**config.mk**
```make
export PLATFORM = sky130hd
export DESIGN_NAME = eth_tx_arb
export DESIGN_NICKNAME = d
export VERILOG_FILES = /design/src/rtl/eth_tx_arb.sv
export SDC_FILE = /design/constraint.sdc
export NUM_CORES = 1
export LEC_CHECK = 0
export CAP_MARGIN = 20
export CORE_ASPECT_RATIO = 0.5
export CORE_UTILIZATION = 46
export DETAILED_ROUTE_END_ITERATION = 8
export PLACE_DENSITY = 0.78
export SLEW_MARGIN = 20
export SYNTH_ARGS = -nofsm -noshare
export SYNTH_HDL_FRONTEND = slang
export SYNTH_SLANG_ARGS = --single-unit
```
**constraint.sdc**
```tcl
create_clock -name i_clk -period 4.25 [get_ports i_clk]
set_clock_uncertainty 0.15 [all_clocks]
set_input_delay 0.85 -clock i_clk [delete_from_list [all_inputs] [get_ports i_clk]]
set_output_delay 0.85 -clock i_clk [all_outputs]
set_load 0.05 [all_outputs]
```
**src/rtl/eth_tx_arb.sv**
```systemverilog
// Round-robin arbiter sharing one RMII eth_tx engine and its packet RAM pages among NUM_REQ requesters.
// Optional ETH_TX_ARB_STATS_EN adds frame/rejection counters.
module eth_tx_arb #(
  parameter int unsigned NUM_REQ        = 4,
  parameter int unsigned PAKET_MAX_SIZE = 1500,
  parameter int unsigned IFG_CLKS       = 48
) (
  input  logic                 i_clk,
  input  logic                 i_reset_n,
  input  logic [NUM_REQ-1:0]   i_req,
  input  logic [NUM_REQ*11-1:0] i_size,
  output logic [NUM_REQ-1:0]   o_grant,
  output logic [NUM_REQ-1:0]   o_done,
  output logic [NUM_REQ-1:0]   o_err,
  output logic                 o_tx_en,
  input  logic                 i_tx_ready,
  output logic [10:0]          o_tx_size,
  output logic [1:0]           o_ram_page
`ifdef ETH_TX_ARB_STATS_EN
  ,
  output logic [15:0]          o_frm_cnt,
  output logic [15:0]          o_rej_cnt
`endif
);

  localparam int unsigned SIZE_W = 11;
  localparam int unsigned PAGE_W = 2;
  localparam int unsigned IFG_W  = $clog2(IFG_CLKS + 1);

  typedef enum logic [1:0] {IDLE, START, WAIT_DONE, IFG} state_t;

  state_t              state, state_d;
  logic [PAGE_W-1:0]   rr_ptr, rr_d;
  logic [IFG_W-1:0]    ifg_cnt, ifg_d;
  logic                seen_ready, seen_d;
  logic                ready_q;
  logic [NUM_REQ-1:0]  grant_d, done_d, err_d;
  logic                tx_en_d;
  logic [SIZE_W-1:0]   size_d;
  logic [PAGE_W-1:0]   page_d;

  logic                hi_ok, lo_ok, pick_valid, size_ok;
  logic [PAGE_W-1:0]   hi_idx, lo_idx, pick_idx;
  logic [SIZE_W-1:0]   pick_size;

  // First requester after rr_ptr: search above the pointer, then wrap to the bottom.
  always_comb begin
    hi_ok  = 1'b0;
    lo_ok  = 1'b0;
    hi_idx = '0;
    lo_idx = '0;
    for (int unsigned j = 0; j < NUM_REQ; j++) begin
      if (i_req[j] && (j > 32'(rr_ptr)) && !hi_ok) begin
        hi_ok  = 1'b1;
        hi_idx = PAGE_W'(j);
      end
      if (i_req[j] && (j <= 32'(rr_ptr)) && !lo_ok) begin
        lo_ok  = 1'b1;
        lo_idx = PAGE_W'(j);
      end
    end
    pick_valid = hi_ok | lo_ok;
    pick_idx   = hi_ok ? hi_idx : lo_idx;
    pick_size  = '0;
    for (int unsigned j = 0; j < NUM_REQ; j++) begin
      if (PAGE_W'(j) == pick_idx) pick_size = i_size[j*SIZE_W +: SIZE_W];
    end
    size_ok = (pick_size != '0) && (pick_size <= SIZE_W'(PAKET_MAX_SIZE));
  end

  always_comb begin
    state_d = state;
    rr_d    = rr_ptr;
    ifg_d   = ifg_cnt;
    seen_d  = seen_ready;
    grant_d = o_grant;
    done_d  = '0;
    err_d   = '0;
    tx_en_d = o_tx_en;
    size_d  = o_tx_size;
    page_d  = o_ram_page;
    case (state)
      IDLE: begin
        if (pick_valid) begin
          page_d = pick_idx;
          size_d = pick_size;
          rr_d   = pick_idx;
          if (size_ok) begin
            grant_d = NUM_REQ'(1) << pick_idx;
            seen_d  = 1'b0;
            state_d = START;
          end else begin
            err_d = NUM_REQ'(1) << pick_idx;
          end
        end
      end
      // Acceptance is a ready low seen only after the engine has shown ready high.
      START: begin
        if (seen_ready && !i_tx_ready) begin
          tx_en_d = 1'b0;
          state_d = WAIT_DONE;
        end else begin
          tx_en_d = 1'b1;
          if (i_tx_ready) seen_d = 1'b1;
        end
      end
      WAIT_DONE: begin
        if (i_tx_ready && !ready_q) begin
          done_d  = o_grant;
          grant_d = '0;
          ifg_d   = '0;
          state_d = IFG;
        end
      end
      // The done cycle and the IDLE decision cycle are part of the gap, hence the -2.
      IFG: begin
        if (ifg_cnt == IFG_W'(IFG_CLKS - 2)) state_d = IDLE;
        else ifg_d = ifg_cnt + IFG_W'(1);
      end
    endcase
  end

  always_ff @(posedge i_clk) begin
    if (!i_reset_n) begin
      state      <= IDLE;
      rr_ptr     <= PAGE_W'(NUM_REQ - 1);
      ifg_cnt    <= '0;
      seen_ready <= 1'b0;
      ready_q    <= 1'b0;
      o_grant    <= '0;
      o_done     <= '0;
      o_err      <= '0;
      o_tx_en    <= 1'b0;
      o_tx_size  <= '0;
      o_ram_page <= '0;
    end else begin
      state      <= state_d;
      rr_ptr     <= rr_d;
      ifg_cnt    <= ifg_d;
      seen_ready <= seen_d;
      ready_q    <= i_tx_ready;
      o_grant    <= grant_d;
      o_done     <= done_d;
      o_err      <= err_d;
      o_tx_en    <= tx_en_d;
      o_tx_size  <= size_d;
      o_ram_page <= page_d;
    end
  end

`ifdef ETH_TX_ARB_STATS_EN
  // Counters advance on the same edge as the pulse they count and wrap naturally.
  always_ff @(posedge i_clk) begin
    if (!i_reset_n) begin
      o_frm_cnt <= '0;
      o_rej_cnt <= '0;
    end else begin
      if (|done_d) o_frm_cnt <= o_frm_cnt + 16'd1;
      if (|err_d)  o_rej_cnt <= o_rej_cnt + 16'd1;
    end
  end
`endif

endmodule

```
==> impl_summary.txt <==
----------------------------------------------------
[Global route]
  Vias in the first global route ... 2361
  Global Route Usage Sum ... 27.0%
  Antenna violations before repair ... 0
  Global route overflow ... 0
  First-pass GRT wire length ... 11.0 mm
  Largest net degree at the start of global routing ... 33

[Final layout]
  P&R area growth vs syn ... 41.1%
  Fillers ... 403
  Post-layout net count ... 425
  Fraction of final layout cells with drive strength greater than 1 ... 7.86%
  Combined area of the multi-input logic cells ... 0.00142 mm²
  Reg area ... 761 µm²
  Diode insertion count for antenna repair ... 0

[Detailed routing]
  Number of vias in the routed layout ... 2439
  Number of nets with antenna violations after routing ... 0
  Wire per inst ... 15.7 µm
  Number of violations reported at the end of detailed-routing iteration 0 ... 139
  Total wirelength of the detailed-routed design ... 6.82 mm
  Number of detailed-routing iterations run before antenna repair ... 5
  Post-detailed-route via-to-cell ratio ... 5.61
  Number of remaining DRC errors ... 0

[Pwr]
  Power density of the placed cells ... 599 mW/mm²
  Maximum ir drop on the vdd rail ... 0.369 mV
  Standby leakage power ... 1.32 nW

[Clocking]
  Root Buffer ... clkbuf_8
  TritonCTS clock tree ... built
  Clock tree sinks ... 38
  CTS clk-pin slew, worst paths ... 80 ps
  CTS hold repair buffers ... 0
  Number of buffers between clock root and the deepest sink ... 2
  # H-tree levels ... 2
  CTS buffer count ... 5
  Worst-Skew Late Latency ... 290 ps

[Synth]
  Most used standard cells in the synthesized netlist ... 42 x nand2_1, 38 x dfxtp_1, 21 x nor2_1, 17 x inv_1, 16 x o21ai_0
  Library cell with the highest instance count after synthesis ... nand2_1
  Ys async rst share ... 0%
  Part of the Yosys area used for sequential elements ... 32.6%
  Post-synthesis cell count ... 294
  Cell accounting for the most synthesized area ... dfxtp_1
  Flops & latches, synth ... 38
  Main synth FF type ... dfxtp_1
  Count of flip-flops with a built-in enable after synthesis ... 0
  Summed instance area of the synthesized netlist ... 0.00233 mm²
  Yosys warning total ... 0
  Number of distinct library cells after synthesis ... 57
  Synth area leaders ... dfxtp_1 33%, nand2_1 6.8%, o21ai_0 3.4%, nor2_1 3.4%, a21oi_1 3.2%
  Net Count, Synth ... 351
  Synthesized area per cell ... 7.93 µm²
  Fraction of synthesized cell area taken by the top area cell type ... 32.6%

[Run]
  Max-capacitance violation count ... 0

[STA]
  Final total negative setup slack ... 0 ps
  Final hold violations ... 0
  Final setup vio count ... 0
  Slew of the pin with the lowest slew margin ... 845 ps
  Final worst-path setup slack ... 250 ps
  Final critical path time including I/O delays and setup ... 4000 ps
  Fmax achieved ... 250 MHz
  RSZ-0062 raised after global routing ... no
  Slew HR ... 43.1%
  Part of the cycle the worst path needs ... 94.1%
  Total count of max-transition violations in the final report ... 0

[Placed design]
  Half-perimeter wire length of the detailed placement result ... 5.57 mm
  GPL Wtd Cong ... 0.935
  Port bufs ... 76
  Pre-CTS setup slack ... -162 ps

[Worst setup path]
  Number of cells on the worst reg-to-reg path ... 9
  Beginning of the worst register-to-register path ... rr_ptr[1]
  Worst reg2reg path endpoint ... o_grant[1]
  Crit Path Category ... in -> reg
  Highest fanout seen on the critical path ... 11
  Register-to-Register Setup Slack ... 950 ps
  Worst Path Arrival ... 4070 ps
  Kind of launch point of the worst setup path ... primary input
  Required time of the critical path ... 4320 ps
  Crit. End Element ... register

[Min path]
  Instance count along the most critical hold path ... 2
  Endpoint with the worst hold slack ... o_tx_size[8]
  HP Start ... o_tx_size[8]
  Hold Path Class ... reg -> reg

[Die]
  DIE WIDTH ... 103 µm
  Die height ... 52.3 µm
  Initial core utilization ... 50.3%
  Die area ... 0.00537 mm²
  Number of top-level pins ... 77
  Placeable core region ... 0.00464 mm²
  Row Count ... 17

[Status]
  Status ... finished, final reports clean

----------------------------------------------------
-- flip-flops by register name, summed over array words and instances, names as in the netlist, 2 cells and up --
signal,cells
rr_ptr,2
o_tx_size,11
o_grant,4
state,2
o_ram_page,2
o_done,4
ifg_cnt,6
o_err,4
-- worst max-delay path, stage by stage --
cell and delay, ps:
clkdlybuf4s50_1 630, nor2b_1 300, o311ai_2 130, and2_1 210, buf_4 180, o31ai_1 410
nor3_1 160, o311a_1 430, o211ai_2 250, nand2b_1 290, mux2i_1 230
-- worst max path at each step --
stage	startpoint	end	slack, ps	cells past startpoint
2_1_floorplan	i_req[3]	o_grant[0]	980	11
3_3_place_gp	i_req[1]	o_grant[0]	-6	11
3_5_place_dp	i_req[1]	o_grant[1]	-160	11
4_1_cts	i_req[1]	o_grant[1]	130	11
5_1_grt	i_req[1]	o_grant[1]	30	10
6_report	i_req[1]	o_grant[1]	250	11
-- stage by stage --
stage	hold WS [ps]	instances	total power [mW]	area, µm²	util [%]
6_report	323	435	1.97	3290	70.9
5_1_grt	331	435	2.08	3290	70.9
4_1_cts	324	434	1.96	3260	70.4
3_5_place_dp	313	426	1.59	3130	67.4
3_3_place_gp	300	426	1.56	3120	67.4
2_1_floorplan	318	294	1.29	2330	-
-- layout make-up --
cell class | count | area share (%)
clock buffer | 5 | 2.09
tap | 66 | 2.51
multi-input combinational | 222 | 43.3
timing repair buffer | 84 | 25.0
inverter | 17 | 1.94
clock inverter | 3 | 2.09
sequential | 38 | 23.1
-- per-layer routing --
metal  global-route usage [%]  vias to the layer above  share of wire (%)
met2                     46.0                       91                 46
met5                        0                        -                  0
li1                         -                     1201                  -
met1                     35.5                     1139                 46
met3                     6.27                        8                7.0
met4                     4.29                        0               0.95
-- where the power goes --
group	internal [mW]	switching, mW	total [mW]
Combinational	0.408	0.684	1.09
Clock	0.235	0.132	0.367
Sequential	0.442	0.0675	0.509
Total	1.09	0.884	1.97
-- layout by cell type (no fill, tap or decap), types with 2 or more instances in the layout --
cell / n
nand2b_1: 4
o211ai_1: 6
nand3_1: 10
a211o_1: 3
and3_1: 2
a21oi_1: 14
and2_1: 9
o211a_1: 6
buf_4: 8
clkbuf_8: 5
nor3b_1: 3
clkdlybuf4s50_1: 76
a22oi_1: 2
nor4_1: 5
o21ai_0: 16
xor2_1: 2
mux2i_1: 6
nor3_1: 5
dfxtp_1: 38
a21boi_0: 4
inv_1: 17
o21a_1: 5
ha_1: 6
o2bb2ai_1: 2
or2_2: 2
bufinv_16: 2
a22o_1: 2
nor2_1: 20
a32oi_1: 4
nand2_1: 42
nand4_1: 2
o311ai_0: 3
nor2b_1: 7
or3_1: 3
-- kinds of logic after synthesis --
group | count (synthesis) | synth area share [%]
flip-flops | 38 | 32.6
buffers and inverters | 34 | 7.14
multiplexers | 6 | 2.58
AO/OA/AOI/OAI | 86 | 27.3
adder cells (fa/ha/maj) | 6 | 3.22
XOR/XNOR | 3 | 1.13
AND/OR/NAND/NOR | 121 | 26.0
-- repair_timing --
item / CTS / global route
gates resized for setup: 0 / 3
hold endpoints to repair: 0 / 0
setup buffers: 0 / 1
endpoints found under the setup margin: 0 / 4
No activity file was read; power rests on OpenSTA's default activity.
